<file path="src/rtl/word_creator_pkg.sv">
// Shared dictionary definitions: creator FSM states, header layout and link constants.
package word_creator_pkg;

  localparam int DSZ_DEF    = 8;
  localparam int ASZ_DEF    = 17;
  localparam int MAXLEN_DEF = 31;

  localparam logic [ASZ_DEF-1:0] NULL_LFA = 17'h0ffff;
  localparam int                 LFA_SZ   = 2;

  // Byte offsets inside a word header, relative to its start (HERE).
  localparam int HDR_LNK0 = 0;
  localparam int HDR_LNK1 = 1;
  localparam int HDR_LEN  = 2;
  localparam int HDR_NAME = 3;

  typedef enum logic [2:0] {
    IDLE = 3'd0,
    RLEN = 3'd1,
    CHK  = 3'd2,
    LNK0 = 3'd3,
    LNK1 = 3'd4,
    WLEN = 3'd5,
    RD   = 3'd6,
    WR   = 3'd7
  } creator_sts;

endpackage

</file>
<file path="src/rtl/ibus8.sv">
// Single-port 8-bit memory bus: address, write enable and write data from the master.
interface iBus8 #(
  parameter int ASZ = 17,
  parameter int DSZ = 8
);
  logic [ASZ-1:0] ai;
  logic           we;
  logic [DSZ-1:0] vi;

  modport master (output ai, output we, output vi);
  modport slave  (input  ai, input  we, input  vi);
endinterface

</file>
<file path="src/rtl/word_creator.sv">
// Dictionary header writer: copies a counted name from TIB to HERE behind a link
// to the current context, producing a header the dictionary finder can walk.
module word_creator
  import word_creator_pkg::*;
#(
  parameter int             DSZ    = DSZ_DEF,
  parameter int             ASZ    = ASZ_DEF,
  parameter int             MAXLEN = MAXLEN_DEF,
  parameter logic [ASZ-1:0] TOP    = '1
) (
  input  logic           clk,
  input  logic           rst_n,
  iBus8.master           bus,
  input  logic           start,
  input  logic [ASZ-1:0] tib,
  input  logic [ASZ-1:0] here,
  input  logic [ASZ-1:0] ctx,
  input  logic [DSZ-1:0] v,
  output logic           bsy,
  output logic           done,
  output logic           err,
  output logic [ASZ-1:0] ctx_o,
  output logic [ASZ-1:0] here_o,
  output logic [2:0]     st
);

  // One past the last writable byte, widened so here+3+len cannot wrap before the compare.
  localparam logic [ASZ:0] LIMIT = {1'b0, TOP} + (ASZ+1)'(1);

  creator_sts     state_q, state_d;
  logic [ASZ-1:0] tib_q, tib_d;
  logic [ASZ-1:0] here_q, here_d;
  logic [ASZ-1:0] ctx_q, ctx_d;
  logic [DSZ-1:0] len_q, len_d;
  logic [DSZ-1:0] i_q, i_d;
  logic           bsy_q, bsy_d;
  logic           done_q, done_d;
  logic           err_q, err_d;
  logic [ASZ-1:0] ctx_o_q, ctx_o_d;
  logic [ASZ-1:0] here_o_q, here_o_d;

  logic [ASZ-1:0] ai_c;
  logic           we_c;
  logic [DSZ-1:0] vi_c;
  logic [ASZ:0]   pfa_ext;
  logic           len_bad;

  // Only the low LFA_SZ bytes of the context become the stored link.
  logic unused_ctx_hi;
  assign unused_ctx_hi = ^ctx_q[ASZ-1:LFA_SZ*DSZ];

  assign pfa_ext = {1'b0, here_q} + (ASZ+1)'(HDR_NAME) + (ASZ+1)'(v);
  assign len_bad = (v == '0) || (v > DSZ'(MAXLEN)) || (pfa_ext > LIMIT);

  always_comb begin
    // NOTE: every variable gets a default before the case, so no path can infer a latch.
    state_d  = state_q;
    tib_d    = tib_q;
    here_d   = here_q;
    ctx_d    = ctx_q;
    len_d    = len_q;
    i_d      = i_q;
    bsy_d    = bsy_q;
    done_d   = 1'b0;
    err_d    = err_q;
    ctx_o_d  = ctx_o_q;
    here_o_d = here_o_q;
    ai_c     = '0;
    we_c     = 1'b0;
    vi_c     = '0;

    unique case (state_q)
      IDLE: begin
        if (start) begin
          tib_d   = tib;
          here_d  = here;
          ctx_d   = ctx;
          bsy_d   = 1'b1;
          err_d   = 1'b0;
          state_d = RLEN;
        end
      end
      RLEN: begin
        ai_c    = tib_q;
        state_d = CHK;
      end
      CHK: begin
        len_d = v;
        if (len_bad) begin
          done_d  = 1'b1;
          err_d   = 1'b1;
          bsy_d   = 1'b0;
          state_d = IDLE;
        end else begin
          state_d = LNK0;
        end
      end
      LNK0: begin
        ai_c    = here_q + ASZ'(HDR_LNK0);
        vi_c    = ctx_q[DSZ-1:0];
        we_c    = 1'b1;
        state_d = LNK1;
      end
      LNK1: begin
        ai_c    = here_q + ASZ'(HDR_LNK1);
        vi_c    = ctx_q[2*DSZ-1:DSZ];
        we_c    = 1'b1;
        state_d = WLEN;
      end
      WLEN: begin
        ai_c    = here_q + ASZ'(HDR_LEN);
        vi_c    = len_q;
        we_c    = 1'b1;
        i_d     = DSZ'(1);
        state_d = RD;
      end
      RD: begin
        ai_c    = tib_q + ASZ'(i_q);
        state_d = WR;
      end
      WR: begin
        // Name byte i lands at HERE+2+i, so i=1 is the first byte after the length.
        ai_c = here_q + ASZ'(HDR_LEN) + ASZ'(i_q);
        vi_c = v;
        we_c = 1'b1;
        if (i_q == len_q) begin
          ctx_o_d  = here_q;
          here_o_d = here_q + ASZ'(HDR_NAME) + ASZ'(len_q);
          done_d   = 1'b1;
          err_d    = 1'b0;
          bsy_d    = 1'b0;
          state_d  = IDLE;
        end else begin
          i_d     = i_q + DSZ'(1);
          state_d = RD;
        end
      end
      default: state_d = IDLE;
    endcase
  end

  // NOTE: non-blocking assignments only here; the async reset clears every register,
  // and since the bus is decoded from state_q, we drops the moment rst_n falls.
  always_ff @(posedge clk or negedge rst_n) begin
    if (!rst_n) begin
      state_q  <= IDLE;
      tib_q    <= '0;
      here_q   <= '0;
      ctx_q    <= '0;
      len_q    <= '0;
      i_q      <= '0;
      bsy_q    <= 1'b0;
      done_q   <= 1'b0;
      err_q    <= 1'b0;
      ctx_o_q  <= '0;
      here_o_q <= '0;
    end else begin
      state_q  <= state_d;
      tib_q    <= tib_d;
      here_q   <= here_d;
      ctx_q    <= ctx_d;
      len_q    <= len_d;
      i_q      <= i_d;
      bsy_q    <= bsy_d;
      done_q   <= done_d;
      err_q    <= err_d;
      ctx_o_q  <= ctx_o_d;
      here_o_q <= here_o_d;
    end
  end

  assign bus.ai = ai_c;
  assign bus.we = we_c;
  assign bus.vi = vi_c;

  assign bsy    = bsy_q;
  assign done   = done_q;
  assign err    = err_q;
  assign ctx_o  = ctx_o_q;
  assign here_o = here_o_q;
  assign st     = state_q;

endmodule

</file>
<file path="src/flat_wrapper.sv">
// flat-port wrapper written by rule: the top's interface ports become plain ports
module word_creator_flat import word_creator_pkg::*;
#(
  parameter int             DSZ    = DSZ_DEF,
  parameter int             ASZ    = ASZ_DEF,
  parameter int             MAXLEN = MAXLEN_DEF,
  parameter logic [ASZ-1:0] TOP    = '1
)
  (clk, rst_n, start, tib, here, ctx, v, bsy, done, err, ctx_o, here_o, st, bus_ai, bus_we, bus_vi);
  iBus8 #(.ASZ(ASZ), .DSZ(DSZ)) bus_i ();
  input  logic clk;
  input  logic rst_n;
  input  logic start;
  input  logic [ASZ-1:0] tib;
  input  logic [ASZ-1:0] here;
  input  logic [ASZ-1:0] ctx;
  input  logic [DSZ-1:0] v;
  output logic bsy;
  output logic done;
  output logic err;
  output logic [ASZ-1:0] ctx_o;
  output logic [ASZ-1:0] here_o;
  output logic [2:0] st;
  output wire logic [$bits(bus_i.ai)-1:0] bus_ai;
  output wire logic [$bits(bus_i.we)-1:0] bus_we;
  output wire logic [$bits(bus_i.vi)-1:0] bus_vi;
  assign bus_ai = bus_i.ai;
  assign bus_we = bus_i.we;
  assign bus_vi = bus_i.vi;
  word_creator #(.DSZ(DSZ), .ASZ(ASZ), .MAXLEN(MAXLEN), .TOP(TOP)) u_core (.clk(clk), .rst_n(rst_n), .bus(bus_i), .start(start), .tib(tib), .here(here), .ctx(ctx), .v(v), .bsy(bsy), .done(done), .err(err), .ctx_o(ctx_o), .here_o(here_o), .st(st));
endmodule
</file>
<file path="config.mk">
export PLATFORM = sky130hd
export DESIGN_NAME = word_creator_flat
export DESIGN_NICKNAME = d
export VERILOG_FILES = /design/src/rtl/word_creator_pkg.sv /design/src/rtl/ibus8.sv /design/src/rtl/word_creator.sv /design/src/flat_wrapper.sv
export SDC_FILE = /design/constraint.sdc
export NUM_CORES = 1
export LEC_CHECK = 0
export ABC_AREA = 1
export CORE_ASPECT_RATIO = 0.6
export CORE_MARGIN = 4
export CORE_UTILIZATION = 30
export DETAILED_ROUTE_END_ITERATION = 12
export GPL_TIMING_DRIVEN = 0
export PLACE_DENSITY_LB_ADDON = 0.05
export SKIP_LAST_GASP = 1
export SYNTH_ARGS = -nofsm -noshare
export SYNTH_HDL_FRONTEND = slang
export SYNTH_SLANG_ARGS = --single-unit
</file>
<file path="constraint.sdc">
create_clock -name clk -period 9.94 [get_ports clk]
set_input_delay 1.988 -clock clk [delete_from_list [all_inputs] [get_ports clk]]
set_output_delay 1.988 -clock clk [all_outputs]
set_load 0.02 [all_outputs]
</file>
==> impl_metrics.tcl, run 1 <==
set metrics [dict create \
    min_path_type "register to register" \
    finalMaxSlewViolations 0 \
    clock_latency_ps 390 \
    power_leakage_nw 4.725 \
    fp.dieW_um 213.3 \
    synth-async-reset-ratio 1.000 \
    crit_fanout 10 \
    stdcell_area_mm2 0.009588 \
    dieArea_mm2 0.02797 \
    tritoncts.num_buffers 9 \
    postRouteAntennaNets 0 \
    synth-seq-cells 106 \
    maxSlewHeadroom 0.3556 \
    maxCapViolations 0 \
    vias 7388 \
    syn_area_mm2 0.007585 \
    worstPathRequired_ps 7950 \
    grt_use_total 0.2065 \
    clkPwrFrac 0.445 \
    drc 0 \
    postSynthCellCount 1016 \
    start_kind "register" \
    avgSynthCellArea_um2 7.465 \
    core_mm2 0.02450 \
    powerDensity_mw_per_mm2 93.66 \
    clock_sinks 106 \
    clk_pin_slew_ps 80 \
    vdd_ir_drop_max_v 0.00007008 \
    tightest_slew_ps 963.1 \
    routed_wl_um 29220 \
    synthDistinctLibCells 51 \
    comb_power_share 0.075 \
    port_buffers 126 \
    p_sw_frac 0.2607 \
    detail_route.first_pass.iterations 4 \
    fin_crit_ps 6761 \
    gp_congestion 0.8993 \
    ios 128 \
    dominantRegCellSynth "dfrtp_1" \
    cts_setup_buffers 0 \
    drive_gt1_frac 0.09750 \
    antenna_found_initial 1 \
    slowest_delay_ps 560 \
    path_class "register to output pin" \
    rows 44 \
    status "finished, final reports clean" \
    nets 1262 \
    cts-root-buf "clkbuf_16" \
    p_switching_mw 0.2341 \
    internal-power_mw 0.6639 \
    end_kind "output pin" \
    synth_warnings 0 \
    rsz0062_at_grt "false" \
    fin_skew_ps 12.89 \
    fin_tns_setup_ps 0 \
    post_cts_resized 0 \
    place_area_mm2 0.009278 \
    finalPower_mw 0.8980 \
    viasPerCell 4.989 \
    cpMaxStageDelayCell "clkdlybuf4s50_1" \
    final_min_period_over_clock_period 0.6802 \
    final_util 0.3914 \
    antenna_cells 0 \
    holdBufCountCts 0 \
    crit_path_frequent_cell "nand2_1" \
    drtIter0Drc 633 \
    r2r_cells 16 \
    hold_violations 0 \
    wl_per_cell_um 19.73 \
    seqPwrFrac 0.480 \
    grt-ovfl-total 0 \
    synth_edf_count 0 \
    seq_area_frac_synth 0.3497 \
    grt_pass1_wl_um 44110 \
    grt_max_degree 81 \
    path_cells "nand2_1, nor2_4, buf_4, buf_2, clkbuf_1, nand2_1, o21ai_0, fa_1, inv_1, o31ai_1, a21oi_1, inv_1, nand2_1, nor2_2, a21oi_1, o22ai_1, nand2_1, clkdlybuf4s50_1" \
    dp_hpwl_um 23370 \
    min_path_cells 2 \
    cts.path.max_buffers 2 \
    htreeDepth 3 \
    synth.net_count 1124 \
    syn_to_final_growth_pct 26.41 \
    setup_viol 0 \
    max_freq_mhz 147.9 \
    start_util 0.3096 \
    die_y_um 131.2 \
    grt_pass1_vias 7037 \
    arrival_ps 4770 \
    cts_tree "done" \
]
cells in the mapped netlist (6+ instances only):
library cell	count	area share
nand2_1	258	0.13
dfrtp_1	106	0.35
inv_1	105	0.052
nor2_1	74	0.037
a21oi_1	65	0.043
nand3_1	65	0.043
o21ai_0	53	0.035
ha_1	43	0.071
xor2_1	27	0.031
mux2_2	25	0.037
clkbuf_1	16	0.0079
nor3_1	15	0.0099
a22oi_1	13	0.013
inv_2	13	0.0064
o21ai_1	13	0.0086
buf_2	12	0.0079
nand4_1	11	0.0091
o22ai_1	10	0.0082
nor2_2	8	0.0066
o2111ai_1	8	0.0092
or2_2	6	0.0049
through the flow:
step           setup WS [ps]  hold WS (ps)  std cells
2_1_floorplan           4852         479.8       1016
3_3_place_gp            2218         462.0       1464
3_5_place_dp            3697         461.9       1465
4_1_cts                 3235         482.6       1481
5_1_grt                 2835         500.4       1481
6_report                3179         475.4       1481
worst paths after layout:
check	from	end	slack, ps
hold / removal	u_core.ctx_o[2]$_DFFE_PN0P_	u_core.ctx_o[2]$_DFFE_PN0P_	480
min in group asynchronous	rst_n	u_core.i_q[7]$_DFFE_PN0P_	1470
max in group asynchronous	rst_n	u_core.here_o[12]$_DFFE_PN0P_	7740
setup reg to reg	u_core.here_q[0]$_DFFE_PN0P_	u_core.here_o[15]$_DFFE_PN0P_	6190
setup / recovery	u_core.st[0]$_DFFE_PN0P_	bus_ai[12]	3180
hold reg to reg	u_core.ctx_o[2]$_DFFE_PN0P_	u_core.ctx_o[2]$_DFFE_PN0P_	480
registers in the layout, indices dropped and copies added, names as in the netlist, 3 cells and up:
name,count
u_core.ctx_q,16
u_core.ctx_o,17
u_core.here_o,17
u_core.len_q,8
u_core.st,3
u_core.tib_q,17
u_core.here_q,17
u_core.i_q,8
logic make-up (layout without fill, tap and decap cells):
group           count (synthesis)  after routing  share of synthesized area
simple gates                  465            465                     0.2699
compound gates                189            189                     0.1476
buf+inv                       156            299                    0.08232
flops                         106            106                     0.3497
fa+ha+maj                      46             46                    0.07885
xor+xnor                       29             29                    0.03448
mux                            25             25                    0.03712
cell usage in the layout, fill, tap and decap left out, drive strengths merged, types with 2 or more instances in the layout:
| master | Yosys | routed |
|---|---|---|
| a211oi | 5 | 5 |
| a21o | 2 | 2 |
| a21oi | 67 | 67 |
| a221o | 2 | 2 |
| a221oi | 2 | 2 |
| a22oi | 13 | 13 |
| buf | 20 | 22 |
| clkbuf | 17 | 26 |
| clkdlybuf4s50 | 0 | 125 |
| clkinv | 1 | 2 |
| clkinvlp | 0 | 2 |
| dfrtp | 106 | 106 |
| fa | 3 | 3 |
| ha | 43 | 43 |
| inv | 118 | 121 |
| mux2 | 25 | 25 |
| nand2 | 264 | 264 |
| nand3 | 70 | 70 |
| nand3b | 5 | 5 |
| nand4 | 11 | 11 |
| nor2 | 86 | 86 |
| nor3 | 18 | 18 |
| nor4 | 4 | 4 |
| o2111ai | 8 | 8 |
| o211ai | 5 | 5 |
| o21ai | 70 | 70 |
| o22ai | 10 | 10 |
| o31ai | 2 | 2 |
| or2 | 7 | 7 |
| xor2 | 28 | 28 |
layout make-up:
type / instances / area, um2
fill: 2568 / 14910
multi-input combinational: 754 / 4308
sequential: 106 / 2653
timing repair buffer: 127 / 1290
inverter: 119 / 446.7
tap: 322 / 402.9
clock buffer: 9 / 225.2
buffer: 37 / 177.7
clock inverter: 7 / 85.08
per-layer routing:
layer / GRT usage / part of all wire / vias to the layer above
met5: 0 / 0.00044 / -
met1: 0.3440 / 0.55 / 3489
met4: 0.03481 / 0.0080 / 2
met3: 0.04145 / 0.061 / 16
met2: 0.2715 / 0.38 / 220
li1: - / - / 3661
critical path: cells and delay by family (launching register included):
family,cells,cell delay (ps)
AO/OA/AOI/OAI,5,1000
buffers and inverters,6,1770
adder cells (fa/ha/maj),1,270
AND/OR/NAND/NOR,6,900
flip-flops,1,450
power groups by stage:
stage / logic, mW / clock network, mW / registers [mW]
6_report: 0.0675 / 0.400 / 0.431
5_1_grt: 0.0757 / 0.428 / 0.431
4_1_cts: 0.0681 / 0.412 / 0.431
3_5_place_dp: 0.0675 / 0 / 0.439
3_3_place_gp: 0.0667 / 0 / 0.440
2_1_floorplan: 0.0229 / 0 / 0.440
Power figures use the tool's default switching activity.
==> run 2: changes to the inputs <==
Clock period 9.94 ns to 6.5 ns, I/O delays scaled along.
==> results of run 2 <==
The final DEF is identical to that of run 1. Status: finished, final reports clean.
Main changes from that run: setup slack after placement 3697 ps -> 945.0 ps; setup slack after layout 3179 ps -> 426.6 ps; register-to-register setup slack 6190 ps -> 2750 ps; total power 0.8980 mW -> 1.373 mW; worst IR drop on VDD 0.00007008 V -> 0.0001072 V
